### config.mk
export PLATFORM = sky130hd
export DESIGN_NAME = prog_ctr_seq
export DESIGN_NICKNAME = d
export VERILOG_FILES = /design/src/rtl/prog_ctr_pkg.sv /design/src/rtl/ret_addr_stack.sv /design/src/rtl/prog_ctr_seq.sv
export SDC_FILE = /design/constraint.sdc
export NUM_CORES = 1
export LEC_CHECK = 0
export BUFFER_PORTS_ARGS = -buffer_cell sky130_fd_sc_hd__buf_2
export CORE_MARGIN = 5
export CORE_UTILIZATION = 64
export DETAILED_ROUTE_END_ITERATION = 16
export PLACE_DENSITY = 0.85
export SETUP_SLACK_MARGIN = 0.15
export SYNTH_ARGS = -nofsm -noshare
export SYNTH_HDL_FRONTEND = slang
export SYNTH_HIERARCHICAL = 1
export SYNTH_SLANG_ARGS = --single-unit
### constraint.sdc
create_clock -name Clk -period 5.5 [get_ports Clk]
set_input_delay 1.1 -clock Clk [delete_from_list [all_inputs] [get_ports Clk]]
set_output_delay 1.1 -clock Clk [all_outputs]
set_load 0.01 [all_outputs]
### src/rtl/prog_ctr_pkg.sv
// Shared types for the program-counter sequencer: FSM states, next-PC
// selector and a width helper for the program-select port.
package prog_ctr_pkg;

  typedef enum logic [1:0] {
    IDLE   = 2'd0,
    RUN    = 2'd1,
    HALTED = 2'd2
  } pcs_state_t;

  typedef enum logic [2:0] {
    HOLD = 3'd0,
    INC  = 3'd1,
    ABS  = 3'd2,
    REL  = 3'd3,
    RET  = 3'd4
  } npc_sel_t;

  // A one-program build still needs a 1-bit select port.
  function automatic int sel_width(input int n);
    if (n > 1) begin
      return $clog2(n);
    end else begin
      return 1;
    end
  endfunction

endpackage

### src/rtl/ret_addr_stack.sv
// Return-address stack with a circular write pointer: a push into a full
// stack overwrites the oldest entry; depth saturates and err is sticky.
module ret_addr_stack #(
  parameter int PC_W      = 10,
  parameter int RAS_DEPTH = 4
) (
  input  logic                       Clk,
  input  logic                       Reset_n,
  input  logic                       push,
  input  logic                       pop,
  input  logic                       clr,
  input  logic [PC_W-1:0]            din,
  output logic [PC_W-1:0]            top,
  output logic [$clog2(RAS_DEPTH):0] depth,
  output logic                       err
);

  localparam int PTR_W   = $clog2(RAS_DEPTH);
  localparam int DEPTH_W = PTR_W + 1;
  localparam logic [DEPTH_W-1:0] FULL      = DEPTH_W'(RAS_DEPTH);
  localparam logic [DEPTH_W-1:0] DEPTH_ONE = {{(DEPTH_W-1){1'b0}}, 1'b1};
  localparam logic [PTR_W-1:0]   PTR_ONE   = {{(PTR_W-1){1'b0}}, 1'b1};

  logic [PC_W-1:0]    r_mem [RAS_DEPTH];
  logic [PTR_W-1:0]   r_wp;
  logic [DEPTH_W-1:0] r_depth;
  logic               r_err;
  logic [PTR_W-1:0]   w_rd_ptr;

  assign w_rd_ptr = r_wp - PTR_ONE;
  assign top      = r_mem[w_rd_ptr];
  assign depth    = r_depth;
  assign err      = r_err;

  // Clear wins over pop, pop over push; an empty pop only flags the error.
  always_ff @(posedge Clk or negedge Reset_n) begin
    if (!Reset_n) begin
      for (int i = 0; i < RAS_DEPTH; i++) begin
        r_mem[i] <= {PC_W{1'b0}};
      end
      r_wp    <= {PTR_W{1'b0}};
      r_depth <= {DEPTH_W{1'b0}};
      r_err   <= 1'b0;
    end else if (clr) begin
      r_wp    <= {PTR_W{1'b0}};
      r_depth <= {DEPTH_W{1'b0}};
      r_err   <= 1'b0;
    end else if (pop) begin
      if (r_depth != {DEPTH_W{1'b0}}) begin
        r_wp    <= w_rd_ptr;
        r_depth <= r_depth - DEPTH_ONE;
      end else begin
        r_err <= 1'b1;
      end
    end else if (push) begin
      r_mem[r_wp] <= din;
      r_wp        <= r_wp + PTR_ONE;
      if (r_depth == FULL) begin
        r_err <= 1'b1;
      end else begin
        r_depth <= r_depth + DEPTH_ONE;
      end
    end
  end

endmodule

### src/rtl/prog_ctr_seq.sv
// Program-counter sequencer: IDLE/RUN/HALTED control, per-program start
// vectors, absolute/relative branches and call/return via ret_addr_stack.
module prog_ctr_seq
  import prog_ctr_pkg::*;
#(
  parameter int                        PC_W       = 10,
  parameter int                        NUM_PROGS  = 3,
  parameter logic [NUM_PROGS*PC_W-1:0] START_VECS = {10'd512, 10'd256, 10'd0},
  parameter int                        RAS_DEPTH  = 4
) (
  input  logic                              Clk,
  input  logic                              Reset_n,
  input  logic                              Start,
  input  logic [sel_width(NUM_PROGS)-1:0]   ProgSel,
  input  logic                              Stall,
  input  logic                              HaltReq,
  input  logic                              BranchAbs,
  input  logic                              BranchRelEn,
  input  logic                              ALU_flag,
  input  logic                              Call,
  input  logic                              Ret,
  input  logic [PC_W-1:0]                   Target,
  output logic [PC_W-1:0]                   ProgCtr,
  output logic                              Running,
  output logic                              Done,
  output logic [$clog2(RAS_DEPTH):0]        RasDepth,
  output logic                              RasErr
);

  localparam int DEPTH_W = $clog2(RAS_DEPTH) + 1;
  localparam logic [PC_W-1:0] PC_ONE = {{(PC_W-1){1'b0}}, 1'b1};

  pcs_state_t         r_state;
  pcs_state_t         w_state_nxt;
  npc_sel_t           w_sel;
  logic [PC_W-1:0]    r_pc;
  logic [PC_W-1:0]    w_pc_nxt;
  logic [PC_W-1:0]    w_start_vec;
  logic [PC_W-1:0]    w_ras_top;
  logic [DEPTH_W-1:0] w_ras_depth;
  logic               w_ras_err;
  logic               w_push;
  logic               w_pop;
  logic               w_clr;
  logic               r_running;
  logic               r_done;
  int                 w_prog_idx;

  // Out-of-range program selects fall back to entry 0.
  always_comb begin
    w_prog_idx = 0;
    if (32'(ProgSel) < NUM_PROGS) begin
      w_prog_idx = int'(ProgSel);
    end else begin
      w_prog_idx = 0;
    end
    w_start_vec = START_VECS[w_prog_idx*PC_W +: PC_W];
  end

  // Next-state and next-PC source; Start overrides every state.
  always_comb begin
    w_state_nxt = r_state;
    w_sel       = HOLD;
    w_push      = 1'b0;
    w_pop       = 1'b0;
    w_clr       = 1'b0;
    if (Start) begin
      w_state_nxt = IDLE;
      w_clr       = 1'b1;
    end else begin
      case (r_state)
        IDLE: begin
          w_state_nxt = RUN;
        end
        RUN: begin
          if (Stall) begin
            w_sel = HOLD;
          end else if (HaltReq) begin
            w_state_nxt = HALTED;
            w_sel       = HOLD;
          end else if (Ret) begin
            w_pop = 1'b1;
            w_sel = (w_ras_depth != {DEPTH_W{1'b0}}) ? RET : INC;
          end else if (Call) begin
            w_push = 1'b1;
            w_sel  = ABS;
          end else if (BranchAbs) begin
            w_sel = ABS;
          end else if (BranchRelEn && ALU_flag) begin
            w_sel = REL;
          end else begin
            w_sel = INC;
          end
        end
        HALTED: begin
          w_state_nxt = HALTED;
        end
        default: begin
          w_state_nxt = IDLE;
        end
      endcase
    end
  end

  // PC arithmetic wraps naturally at PC_W bits; a relative Target is signed.
  always_comb begin
    w_pc_nxt = r_pc;
    if (Start) begin
      w_pc_nxt = w_start_vec;
    end else begin
      case (w_sel)
        HOLD:    w_pc_nxt = r_pc;
        INC:     w_pc_nxt = r_pc + PC_ONE;
        ABS:     w_pc_nxt = Target;
        REL:     w_pc_nxt = r_pc + Target;
        RET:     w_pc_nxt = w_ras_top;
        default: w_pc_nxt = r_pc;
      endcase
    end
  end

  // Status flags are registered alongside the state so they never glitch.
  always_ff @(posedge Clk or negedge Reset_n) begin
    if (!Reset_n) begin
      r_state   <= IDLE;
      r_pc      <= {PC_W{1'b0}};
      r_running <= 1'b0;
      r_done    <= 1'b0;
    end else begin
      r_state   <= w_state_nxt;
      r_pc      <= w_pc_nxt;
      r_running <= (w_state_nxt == RUN);
      r_done    <= (w_state_nxt == HALTED);
    end
  end

  ret_addr_stack #(
    .PC_W      (PC_W),
    .RAS_DEPTH (RAS_DEPTH)
  ) u_ras (
    .Clk     (Clk),
    .Reset_n (Reset_n),
    .push    (w_push),
    .pop     (w_pop),
    .clr     (w_clr),
    .din     (r_pc + PC_ONE),
    .top     (w_ras_top),
    .depth   (w_ras_depth),
    .err     (w_ras_err)
  );

  assign ProgCtr  = r_pc;
  assign Running  = r_running;
  assign Done     = r_done;
  assign RasDepth = w_ras_depth;
  assign RasErr   = w_ras_err;

endmodule

==> results.txt, run 1 <==
* Fin Clk Skew: 0.00417 ns
* Sum of routed wire length over all layers: 9.41 mm
- Along the worst hold path, the cell count comes to 2.
- Hold Buf Count CTS: 0
- After Yosys synthesis, XOR and XNOR cells account for just over 3% of the synthesized area.
- In this run, synthesis produced a sequential element count of 60.
- From bottom edge to top edge, the die measures 88.6 µm.
* Most common cell in the netlist: sky130_fd_sc_hd__dfrtp_1
- Crit-path max cell delay: between 0.7 and 0.8 ns
* Proportion of synthesized chip area in sequential cells: 38.0%
* Worst reg2reg setup slack: 2.17 ns
* Clock tree sinks: 60
- Worst reg2reg path endpoint: u_ras/r_mem[6]
- In the routed design, unresolved DRC markers number 0.
* CTS tree: built
- The cell count after synthesis came out at 349.
- Launch instance of the worst min-delay path: u_ras/err
- Routed wire length on met2: 4.59 mm
* Cells along the critical path: buf_2 -> nor4b_1 -> nand2_1 -> nor3b_1 -> nor2b_4 -> and2b_4 -> and2_4 -> mux2_4
* Non-filler cells in the finished layout: around 460
- The number of buffers and inverters on the critical path is 1.
- Detail-routed via count per cell: 6.65
- Counting along the longest clock path gives a buffer depth of 2.
- The synthesized design contains 0 enable-type register cells.
- For this block, the via count after detailed routing is around 3000.
- The worst setup path is captured at a flip-flop.
- The biggest area contributor in the post-synthesis netlist is sky130_fd_sc_hd__dfrtp_1.
* Max-cap check violation count: 0
* IO Pins: 38
- In this run the post-CTS setup repair buffer count came out at 0.
- The initial antenna violation count was 0.
- Die outline area: 7850 µm²
- Proportion of synthesized area in mux cells: 22.0%
- Global routing used 25.9% of the available tracks.
- Of the post-synthesis cell area, the dominant cell type holds 38.0%.
- Die span in x: 88.6 µm
* Number of nets with antenna violations after routing: 0
- Post-layout nets: 426
- Cell count of the worst reg-to-reg path: 7
- Grouping stages by cell kind, the critical path spends the most delay in simple AND/OR/NAND/NOR gates.
- For this configuration, the core starts out at a cell density of between 60% and 70%.
- In this run the cell area of the synthesized design comes to 3950 µm².
- In the detailed route, the total length drawn on met3 is about 730 µm.
- Per-instance average area after synthesis: 11.3 µm²
- The run finished with clean final reports.
- Of all nets on the critical path, the largest fanout is 10.
- By area, the combinational part of the netlist is dominated by multiplexers.
- After detailed routing, the wire length on met1 is between 3 and 4 mm.
- The floorplan has 28 rows.
- The final count of hold timing violations was 0.
- Setup TNS: 0 ns
- Number of warnings reported in the yosys synthesis log: 6
* Synth Area in Compound Gates: 13.0%
- The number of slew-limit violations in the final report came to 0.
- The commonest cells after synthesis are 60 x sky130_fd_sc_hd__dfrtp_1, 40 x sky130_fd_sc_hd__mux2_4, 30 x sky130_fd_sc_hd__nor2_1.
- Clock latency on the worst-skew pair, taken at its later pin, is 0.35 ns.
- Kind of critical path: input pin to flip-flop
* Root buffer cell: sky130_fd_sc_hd__clkbuf_8
* Pin count of the biggest net entering global routing: 61
- Area used by multi-input combinational logic: ~2300 µm²
- Among all stages on the critical path, the largest delay is contributed by sky130_fd_sc_hd__nor3b_1.
* Worst hold endpoint: u_ras/err
* RSZ-0062 raised after global routing: no
* Most area-consuming cells after synthesis: sky130_fd_sc_hd__dfrtp_1 38%, sky130_fd_sc_hd__mux2_4 15%, sky130_fd_sc_hd__mux4_2 5.7%, sky130_fd_sc_hd__ha_1 5.4%, sky130_fd_sc_hd__a21oi_1 3.3%
* Synth Area in Simple Gates: 13.0%
- Data arrival time at the worst-slack endpoint: 4.04 ns
- At the worst endpoint, the required time is ~5.7 ns.
* Most used flip-flop cell after synthesis: sky130_fd_sc_hd__dfrtp_1
- Counting flops with an async set or reset pin after synthesis yields a share of 100%.
* Highest Signal Layer: met4
- Dividing total power by cell area gives a power density of 230 nW/µm².
- Clock-pin slew on the worst setup and hold paths: 0.06 ns
- Launching point of the worst reg2reg path: r_state[1]
* Layout cells sized above 1: between 20% and 30%
* Highest clock rate: 0.263 GHz
* Leakage power: 0.00201 µW
- Post-synthesis cell type count: 54
- Startpoint kind of the worst setup timing path: input pin
- The detailed router finished its first iteration with 291 violations.
- Adder and majority cell fraction of the synthesized area: between 6 and 7%
* Sequential cell area in the final layout: 1500 µm²
* Core region area: 5960 µm²
- Growth of design area from synthesis to finish: 8.51%
- The layout has between 400 and 500 filler cells.
- At the pin with the least slew margin, the transition time is 1.07 ns.
* Global-route wire length before repair: 15.2 mm
- The total overflow left after global routing is 0.
- Final period demand of the worst path: 3.80 ns
- Number of buffers inserted during clock tree synthesis: 9
- Synthesis produced a netlist with a net count of 390.
- Post-DR wirelength/cell: 20.4 µm
* Tightest Hold Check Type: flip-flop to flip-flop
- Setup violations remaining at the end of the flow were counted as 0.
* Fin crit share: between 60% and 70%
* # port buffers: 37
- Max-Slew Margin vs Limit: 28.9%
- Via count of the first global-routing pass: approximately 3000
- The congestion estimate from routability-driven global placement came to 0.894.
* Placed Instances: 449
* H-tree levels: 3
* Resize count post-CTS: 0
- The first detailed-routing pass ran for 5 iterations.
- Max rail drop VDD: approximately 0.18 mV
- HPWL after detailed placement: 6.52 mm
- 0 antenna diodes ended up in the layout.
report_power, final:
| group | total [µW] | internal [µW] | switching [µW] |
|---|---|---|---|
| logic | 132 | 53.1 | 79.2 |
| registers | 469 | 452 | 16.7 |
| clock network | 384 | 212 | 172 |
| total | 985 | 718 | 267 |
metal layers:
metal  up-vias  track usage (%)
met2       160             43.2
met4         0             7.97
met1      1537             33.9
met5         -                0
li1       1359                -
met3        15             5.87
layout make-up:
type	count	area share (%)
multi-input cells	264	53.0
inverters	11	0.962
repair buffers	39	4.67
clock inverters	3	0.933
well taps	75	2.19
flip-flops and latches	60	35.0
clock buffers	10	3.21
state kept, by name, summed over array words and instances (netlist names):
name,count
u_ras/depth,3
ProgCtr,10
Done,1
u_ras/r_mem,40
u_ras/err,1
r_state,2
u_ras/r_wp,2
Running,1
logic make-up (layout without fill, tap and decap cells):
group,after synthesis,in the layout
compound gates,83,83
xor+xnor,14,14
fa+ha+maj,19,19
buf+inv,25,63
flops,60,60
mux,54,54
simple gates,94,94
worst max path at each step:
stage | startpoint | end | slack (ns) | cells after the start
2_1_floorplan | HaltReq | u_ras/r_mem[0] | 2.01 | 8
3_3_place_gp | HaltReq | u_ras/r_mem[9] | 1.62 | 8
3_5_place_dp | HaltReq | u_ras/r_mem[0] | 1.41 | 8
4_1_cts | HaltReq | u_ras/r_mem[5] | 1.79 | 8
5_1_grt | HaltReq | u_ras/r_mem[5] | 1.53 | 8
6_report | HaltReq | u_ras/r_mem[6] | 1.70 | 8
cells in the final DEF (no fill, tap or decap), types with 5 or more instances in the layout:
cell                       instances
sky130_fd_sc_hd__mux2_4           40
sky130_fd_sc_hd__ha_1             17
sky130_fd_sc_hd__a21oi_1          26
sky130_fd_sc_hd__and3_1            5
sky130_fd_sc_hd__nor2_1           30
sky130_fd_sc_hd__dfrtp_1          60
sky130_fd_sc_hd__xnor2_1          11
sky130_fd_sc_hd__o221ai_1          5
sky130_fd_sc_hd__nand2_1          19
sky130_fd_sc_hd__clkbuf_8         10
sky130_fd_sc_hd__o21ai_1           5
sky130_fd_sc_hd__o21ai_0          20
sky130_fd_sc_hd__mux4_2           10
sky130_fd_sc_hd__inv_1            11
sky130_fd_sc_hd__nand3_1           8
sky130_fd_sc_hd__buf_2            37
tightest hold or removal path, stage by stage, from the launching register on:
cell	delay [ns]
sky130_fd_sc_hd__dfrtp_1	0.34
sky130_fd_sc_hd__a21oi_1	0.04
sky130_fd_sc_hd__nor2_1	0.08
stage by stage:
stage | utilization, % | setup WS (ns) | instance area [µm²] | hold WS, ns | total power (µW)
global route | 72.0 | 1.53 | 4290 | 0.521 | 1020
finish | 72.0 | 1.70 | 4290 | 0.497 | 985
global placement | 69.1 | 1.62 | 4110 | 0.479 | 601
floorplan | - | 2.01 | 3950 | 0.476 | 555
detailed placement | 69.1 | 1.41 | 4110 | 0.488 | 606
CTS | 72.0 | 1.79 | 4290 | 0.502 | 987
(Power assumes the default switching activity.)
==> inputs of run 2 (changes only) <==
--- a/config.mk
+++ b/config.mk
@@ -5,11 +5,12 @@
 export SDC_FILE = /design/constraint.sdc
 export NUM_CORES = 1
 export LEC_CHECK = 0
+export ABC_AREA = 1
 export BUFFER_PORTS_ARGS = -buffer_cell sky130_fd_sc_hd__buf_2
 export CORE_MARGIN = 5
-export CORE_UTILIZATION = 64
+export CORE_UTILIZATION = 60
 export DETAILED_ROUTE_END_ITERATION = 16
-export PLACE_DENSITY = 0.85
+export PLACE_DENSITY = 0.81
 export SETUP_SLACK_MARGIN = 0.15
 export SYNTH_ARGS = -nofsm -noshare
 export SYNTH_HDL_FRONTEND = slang
==> constraint.sdc (replaced) <==
create_clock -name Clk -period 3.9 [get_ports Clk]
set_input_delay 0.78 -clock Clk [delete_from_list [all_inputs] [get_ports Clk]]
set_output_delay 0.78 -clock Clk [all_outputs]
set_load 0.01 [all_outputs]
==> run 2 against run 1 <==
Net effect:
- largest power group unchanged
- synthesized cell count is 53% higher
- combinational power is 150% higher
- highest routed layer unchanged
- die area is 5.8% higher
- critical endpoint is now ProgCtr[8]
- sequential power is 45% higher
- clock-buffer cell count is 1 higher
- critical path type is now flip-flop to flip-flop
- clock power is 45% higher
==> results.txt, run 2 <==
- The library cell used most frequently in the layout, excluding fill and tap cells, is sky130_fd_sc_hd__nand2_1.
* Fin crit share: 69.4%
* Pin count of the biggest net entering global routing: 37 (-39%)
- Final setup viols: 0 (unchanged)
- The wire length on met1 is 4.46 mm (+12%).
- Startpoint kind of the worst setup timing path: flip-flop
* Most common cell in the netlist: sky130_fd_sc_hd__nand2_1
- Clock latency on the worst-skew pair: 0.35 ns (about the same)
- The number of slew-limit violations in the final report came to 0 (unchanged).
- The final count of hold timing violations came to 0 (unchanged).
* List of most frequent post-synthesis cells: 143 x sky130_fd_sc_hd__nand2_1, 60 x sky130_fd_sc_hd__dfrtp_1, 60 x sky130_fd_sc_hd__inv_1
- The number of routed nets with antenna violations is 0 (unchanged).
- Number of storage elements in the synthesis netlist: 60 (unchanged)
* Clock-pin slew on the worst setup and hold paths: 0.07 ns (about the same)
- Commonest non-fill, non-tap cells in the layout: 143 x sky130_fd_sc_hd__nand2_1, 60 x sky130_fd_sc_hd__dfrtp_1, 60 x sky130_fd_sc_hd__inv_1
* Proportion of synthesized area in mux cells: 0% (-22 points)
- Xor and xnor fraction of the mapped netlist area: 2.44% (-0.66 points)
- Per-instance average area after synthesis: 7.41 µm² (-35%)
- The simple-gate share of the synthesized area is 27.7% (+15 points).
- The aggregate routed wire length is 9.84 mm (+4.7%).
- Effective utilization at floorplan: 61.8% (-4.6 points)
- The worst IR drop on VDD is 0.337 mV (+86%).
* Maximum fanout encountered on the critical timing path: 23 (+13)
- Number of warnings reported in the yosys synthesis log: 6 (unchanged)
- Counting flops per register, the top entry is u_ras/r_mem.
- Cell accounting for the most synthesized area: sky130_fd_sc_hd__dfrtp_1
- # port buffers: 37 (unchanged)
- Height of the chip: 91.1 µm (+2.8%)
- The layout cell share with drive strength beyond 1 was 14.7% (-15 points).
- Max FFs per register: 40 (unchanged)
* Growth of design area from synthesis to finish: 8.78%
* Antenna Cells: 0 (unchanged)
* Number of antenna violations at the first check in global routing: 0 (unchanged)
- Routed vias: 3652 (+19%)
- The total met3 wirelength after detailed routing came to 682 µm (-5.9%).
* Maximum clock insertion buffer count: 2 (unchanged)
- The number of I/O pins was 38 (unchanged).
- Kind of critical path: flip-flop to flip-flop
- Cells after Synth: 533 (+53%)
* Max-Slew Margin vs Limit: 49.3% (+20 points)
- The wire length per cell came to 15.2 µm (-25%).
- The number of global-route vias before repair came to 3465 (+15%).
* Number of DRC violations after detailed routing: 0 (unchanged)
- Fin Clk Skew: 0.0106 ns (+0.00639 ns)
* Critical-path top delay cell: sky130_fd_sc_hd__inv_1
- Count of flip-flops with a built-in enable after synthesis: 0 (unchanged)
- Clock tree sinks: 60 (unchanged)
* Die span in x: 91.1 µm (+2.8%)
- The DRC violation total after the first TritonRoute iteration was 303 (+4.1%).
- Hold Buf Count CTS: 0 (unchanged)
* Count of buffers added by post-CTS timing repair for setup: 0 (unchanged)
- The run finished with clean final reports.
- Proportion of synthesized chip area in sequential cells: 38.0% (+0.048 points)
- Net Count, Synth: 574 (+47%)
- Leakage power: 0.00218 µW (+8.8%)
- Remaining global-route overflow: 0 (unchanged)
* Req. time, crit path: 4.18 ns (-1.56 ns)
- Core region area: 6390 µm² (+7.2%)
- Data arrival time at the worst-slack endpoint: 2.98 ns (-1.06 ns)
- Total power divided by cell area: 364 nW/µm² (+59%)
- Number of buffers inserted during clock tree synthesis: 9 (unchanged)
- Synth Area in Compound Gates: 15.4% (+2.4 points)
* Crit-path max cell delay: 0.52 ns (-0.21 ns)
- Async set-reset flop share out of synthesis: 100% (unchanged)
- The final net count came to 607 (+42%).
- The total number of placement rows came to 29 (+3.6%).
- The CTS H-tree depth was 3 (unchanged).
- HPWL after detailed placement: 7.27 mm (+11%)
* Area share of the largest cell type after synthesis: 38.0% (+0.048 points)
* Resize count post-CTS: 0 (unchanged)
* Tightest Hold Check Type: flip-flop to flip-flop
- The post-route setup TNS was 0 ns (unchanged).
- Global router's overall resource usage: 24.5% (-1.4 points)
- Highest clock rate: 0.370 GHz
- Detail-routed via count per cell: 5.64 (-15%)
* Adder and majority cell fraction of the synthesized area: 6.40% (+0.0081 points)
- Final period demand of the worst path: 2.71 ns
- The pin slew with the least headroom to its limit is 0.761 ns (-0.305 ns).
- Cells along the critical path: inv_1 -> ha_1 -> inv_1 -> o21ai_0 -> o22ai_1 -> nand3_1 -> nand2_1 -> nor2_1 -> nand2_1 -> nand2_1 -> nand2_1
- Most used cell, CP: sky130_fd_sc_hd__nand2_1
* Routed wire length on met2: 4.56 mm (-0.83%)
- Routability congestion estimate from global placement: 0.857 (-4.2%)
* Critical Path End Type: flip-flop
- Number of inserted filler cells in the final layout: 551 (+34%)
- Root buffer cell: sky130_fd_sc_hd__clkbuf_8
- Post-synthesis cell type count: 35 (-35%)
* CTS tree: built
- The number of max-cap violations came to 0 (unchanged).
- Post-synthesis instance area: 3950 µm² (-0.13%)
- Sorting the synthesized cells by area gives the leading types as sky130_fd_sc_hd__dfrtp_1 38%, sky130_fd_sc_hd__nand2_1 14%, sky130_fd_sc_hd__inv_1 5.7%, sky130_fd_sc_hd__ha_1 5.4%, sky130_fd_sc_hd__nor2_1 4.8%.
- Global-route wire length before repair: 16.6 mm (+9.5%)
* Placed Instances: 632 (+41%)
* RSZ-0062 raised after global routing: no
- Among all flip-flop cells after synthesis, the most frequent one is sky130_fd_sc_hd__dfrtp_1.
- The die outline area came to 8300 µm² (+5.8%).
- Highest Signal Layer: met4
- The final cell count without fillers is 648 (+40%).
* Number of search-and-repair iterations in the first detailed-routing pass: 5 (unchanged)
- Main combinational cell family by area after synthesis: simple AND/OR/NAND/NOR gates
[run 2: cell count changes in the layout (fill, tap and decap cells not counted), moves of 9 or more]
cell,change
sky130_fd_sc_hd__a21oi_1,-10
sky130_fd_sc_hd__nand3_1,+22
sky130_fd_sc_hd__o22ai_1,+9
sky130_fd_sc_hd__inv_1,+49
sky130_fd_sc_hd__mux2_4,-40
sky130_fd_sc_hd__o21ai_0,+10
sky130_fd_sc_hd__o21ai_1,+31
sky130_fd_sc_hd__nor2_1,+20
sky130_fd_sc_hd__mux4_2,-10
sky130_fd_sc_hd__nand2_1,+124
[run 2: cell families after synthesis]
| kind of cell | Yosys count |
|---|---|
| compound gates | 109 |
| fa+ha+maj | 19 |
| flops | 60 |
| simple gates | 251 |
| buf+inv | 83 |
| xor+xnor | 11 |
[run 2: layer usage]
layer | global-route usage (%) | vias up
li1 | - | 1786
met1 | 34.7 | 1715
met2 | 38.0 | 135
met3 | 5.12 | 16
met4 | 7.09 | 0
met5 | 0 | -
[run 2: path summary, 6_finish.rpt]
| kind | start | end | slack (ns) | depth (start not counted) |
|---|---|---|---|---|
| worst max-delay path | u_ras/r_wp[0] | ProgCtr[8] | 1.19 | 11 |
| worst min-delay path | u_ras/r_mem[19] | u_ras/r_mem[19] | 0.48 | 2 |
| worst max register to register | u_ras/r_wp[0] | ProgCtr[8] | 1.19 | 11 |
| worst min register to register | u_ras/r_mem[19] | u_ras/r_mem[19] | 0.48 | 2 |
| max in group asynchronous | Reset_n | u_ras/r_mem[2] | 2.56 | 2 |
| min in group asynchronous | Reset_n | u_ras/r_mem[6] | 0.50 | 1 |
[run 2: critical path, delay by kind of cell (launching register included)]
family,cells,cell delay (ns)
buffers and inverters,2,0.89
and+or+nand+nor,6,0.52
adders and majority gates,1,0.50
DFF,1,0.37
AOI/OAI and AO/OA,2,0.36
[run 2: metrics by stage]
stage	power, µW	instance area (µm²)	utilization, %	hold WS (ns)	worst slack (ns)
global placement	1010	4100	64.2	0.460	1.25
finish	1570	4300	67.3	0.477	1.19
CTS	1560	4300	67.3	0.478	1.25
global route	1650	4300	67.3	0.503	0.971
detailed placement	1020	4100	64.2	0.462	1.19
floorplan	908	3950	-	0.450	1.63
[run 2: layout make-up]
class | count | area, µm² | area share [%]
clock buffer | 11 | 131 | 3.06
clock inverter | 5 | 62.6 | 1.46
inverter | 66 | 254 | 5.91
multi-input combinational | 390 | 2050 | 47.7
sequential | 60 | 1500 | 35.0
tap | 77 | 96.3 | 2.24
timing repair buffer | 39 | 200 | 4.66
[run 2: report_power, final]
part	total (µW)	leakage [µW]	internal [µW]	switching [µW]
Combinational	329	0.00127	110	220
Sequential	681	0.000822	649	31.7
Clock	555	0.0000897	297	258
Total	1570	0.00218	1060	509
==> inputs of run 3 (changes only) <==
--- a/config.mk
+++ b/config.mk
@@ -5,7 +5,7 @@
 export SDC_FILE = /design/constraint.sdc
 export NUM_CORES = 1
 export LEC_CHECK = 0
-export ABC_AREA = 1
+export ABC_AREA = 0
 export BUFFER_PORTS_ARGS = -buffer_cell sky130_fd_sc_hd__buf_2
 export CORE_MARGIN = 5
 export CORE_UTILIZATION = 60
==> constraint.sdc (replaced) <==
create_clock -name Clk -period 2.66 [get_ports Clk]
set_input_delay 0.532 -clock Clk [delete_from_list [all_inputs] [get_ports Clk]]
set_output_delay 0.532 -clock Clk [all_outputs]
set_load 0.01 [all_outputs]
==> run 3 against run 2 <==
Net effect:
- utilization grew 2.5 points
- global-route usage shrank 0.37 points
- total power grew 39%
- sequential power grew 42%
- clock power grew 67%
- first-iteration DRC count shrank 11%
- critical path depth shrank 3
- register-to-register slack lost 0.87 ns
- worst setup slack lost 0.87 ns
- sequential share of layout area shrank 1.3 points
- critical endpoint is now u_ras/depth[2]
- largest cell class unchanged
- largest power group unchanged
==> results.txt, run 3 (same netlist as run 1, synthesis figures left out) <==
* Result of the run: finished clean
- Height of the chip: 91.2 µm (about the same)
- The area taken by flip-flops and latches was 1500 µm² (unchanged).
- The sum of net half-perimeters after detailed placement was 7.03 mm (-3.3%).
- The wire length per cell is 20.4 µm (+34%).
- Max FFs per register: 40 (unchanged)
- The residual overflow from global routing came to 0 (unchanged).
- The hold-fix buffer count after cts was 0 (unchanged).
- Post-layout nets: 439 (-28%)
* Max rail drop VDD: 0.318 mV (-5.8%)
- Die span in x: 91.2 µm (about the same)
- Total power divided by cell area: 490 nW/µm² (+34%)
* Routed vias: 3014 (-17%)
- met2 is the most crowded layer.
- Leakage power: 0.00209 µW (-4.3%)
* Routability congestion estimate from global placement: 0.914 (+6.6%)
* Post-route cell area: 4460 µm² (+3.7%)
* Final setup viols: 0 (unchanged)
- IO Pins: 38 (unchanged)
* Req. time, crit path: 2.88 ns (-1.30 ns)
* Post-placement cell area: 4230 µm² (+3.1%)
* Startpoint kind of the worst setup timing path: flip-flop
- Effective utilization at floorplan: 61.9% (+0.078 points)
* Number of core rows: 29 (unchanged)
- Final hold violations: 0 (unchanged)
* Final period demand of the worst path: 2.34 ns (-0.369 ns)
- Most frequent standard cell in the layout excluding fill and tap cells: sky130_fd_sc_hd__dfrtp_1
* Kind of critical path: flip-flop to flip-flop
* Critical Path End Type: flip-flop
- The met3 usage in global routing came to 4.96% (-0.17 points).
* Fin Clk Skew: 0.00870 ns (-0.00187 ns)
* Clock-pin slew on the worst setup and hold paths: 0.07 ns (about the same)
- The post-route fraction of the period consumed by the critical path is 87.8% (+18 points).
- The die outline area came to 8310 µm² (+0.11%).
- RSZ-0062 raised after global routing: no
* Met1 Resource Use GR: 33.6% (-1.1 points)
* Least-Margin Pin Slew: 0.770 ns (+0.00854 ns)
- Root buffer cell: sky130_fd_sc_hd__clkbuf_8
- TritonCTS built the clock tree.
* Clock latency on the worst-skew pair: 0.35 ns (about the same)
- Resize count post-CTS: 0 (unchanged)
- Layout cells sized above 1: 32.8% (+18 points)
- # port buffers: 37 (unchanged)
- Setup TNS: 0 ns (unchanged)
* Non-filler cells in the finished layout: 480 (-26%)
* Number of antenna violations at the first check in global routing: 0 (unchanged)
- The maximum clock rate was 0.428 GHz (+16%).
- The critical-path maximum fanout came to 6 (-74%).
* Tightest Hold Check Type: input pin to async pin
- More flip-flops sit in one register than any other, and that register is u_ras/r_mem.
- The aggregate routed wire length was 9.78 mm (-0.62%).
- Global router's overall resource usage: 24.1% (-0.37 points)
* Maximum clock insertion buffer count: 2 (unchanged)
- The data arrival time at the worst-slack endpoint was 2.55 ns (-0.43 ns).
- Detail-routed via count per cell: 6.28 (+11%)
- The number of max-cap violations was 0 (unchanged).
- Pin count of the biggest net entering global routing: 61 (+65%)
- The number of routed nets with antenna violations came to 0 (unchanged).
* Number of inserted filler cells in the final layout: 479 (-13%)
* Max-Slew Margin vs Limit: 48.7% (-0.57 points)
* Antenna Cells: 0 (unchanged)
- The sink count of the clock tree came to 60 (unchanged).
- Number of buffers inserted during clock tree synthesis: 9 (unchanged)
* Area used by multi-input combinational logic: 2290 µm² (+12%)
* Placed Instances: 464 (-27%)
- The wire length of the first global-routing pass came to 15.8 mm (-4.8%).
- Commonest non-fill, non-tap cells in the layout: 60 x sky130_fd_sc_hd__dfrtp_1, 40 x sky130_fd_sc_hd__mux2_4, 37 x sky130_fd_sc_hd__buf_2
- GR met2 Demand/Resource: 37.3% (-0.72 points)
* Number of max-slew violations in the final report: 0 (unchanged)
* Number of DRC violations after detailed routing: 0 (unchanged)
- The total setup buffers inserted after CTS was 0 (unchanged).
* Initial drt markers: 269 (-11%)
- The core outline area was 6390 µm² (unchanged).
- Growth of design area from synthesis to finish: 12.7%
- The detailed-routing iteration count for the pre-antenna-repair pass came to 5 (unchanged).
- H-tree levels: 3 (unchanged)
- Via count of the first global-routing pass: 3066 (-12%)
## run 3: cell count changes in the layout (fill, tap and decap cells not counted), sizes merged, moves of 24 or more
cell / previous run / this run
inv: 65 / 12
nand3: 35 / 8
mux2: 0 / 44
nor2: 55 / 31
nand2: 151 / 19
o21ai: 72 / 25
## run 3: area by class of cell
class,instances,share of cell area [%]
repair buffers,52,6.68
clock inverters,7,2.25
flip-flops and latches,60,33.7
clock buffers,9,2.78
multi-input cells,264,51.5
inverters,11,0.927
well taps,77,2.16
## run 3: path summary, 6_finish.rpt
check | cells past startpoint | startpoint | slack, ns | end
worst min register to register | 2 | u_ras/err | 0.51 | u_ras/err
worst max-delay path | 8 | r_state[0] | 0.32 | u_ras/depth[2]
min in group Clk | 2 | HaltReq | 0.45 | Running
worst max register to register | 8 | r_state[0] | 0.32 | u_ras/depth[2]
max in group asynchronous | 2 | Reset_n | 1.82 | u_ras/r_mem[16]
worst min-delay path | 2 | Reset_n | 0.34 | u_ras/r_mem[23]
## run 3: metal layers
metal | share of wire, % | up-vias
met5 | 0 | -
met4 | 1.8 | 0
met3 | 5.9 | 21
met2 | 47 | 110
met1 | 45 | 1498
li1 | - | 1385
## run 3: power breakdown
| group | internal (µW) | total [µW] | switching, µW |
|---|---|---|---|
| clock | 531 | 927 | 396 |
| combinational | 119 | 289 | 171 |
| sequential | 935 | 967 | 31.9 |
| total | 1580 | 2180 | 599 |
## run 3: per-stage QoR
stage                     util, %  worst slack (ns)  power, µW  hold WS, ns
after floorplan                 -             0.167       1150        0.236
after global placement       66.2             0.155       1260        0.489
after detailed placement     66.2             0.102       1270        0.490
after CTS                    69.7             0.296       2190        0.363
after global routing         69.8             0.197       2270        0.411
final                        69.8             0.324       2180        0.338
## run 3: worst max-delay path: stages (launching register included)
cell	delay (ns)
sky130_fd_sc_hd__dfrtp_1	0.44
sky130_fd_sc_hd__nor4b_2	0.19
sky130_fd_sc_hd__buf_4	0.15
sky130_fd_sc_hd__and3_1	0.26
sky130_fd_sc_hd__fa_1	0.50
sky130_fd_sc_hd__nand3_1	0.10
sky130_fd_sc_hd__o22a_1	0.13
sky130_fd_sc_hd__nor2_1	0.04
sky130_fd_sc_hd__a2111oi_1	0.39
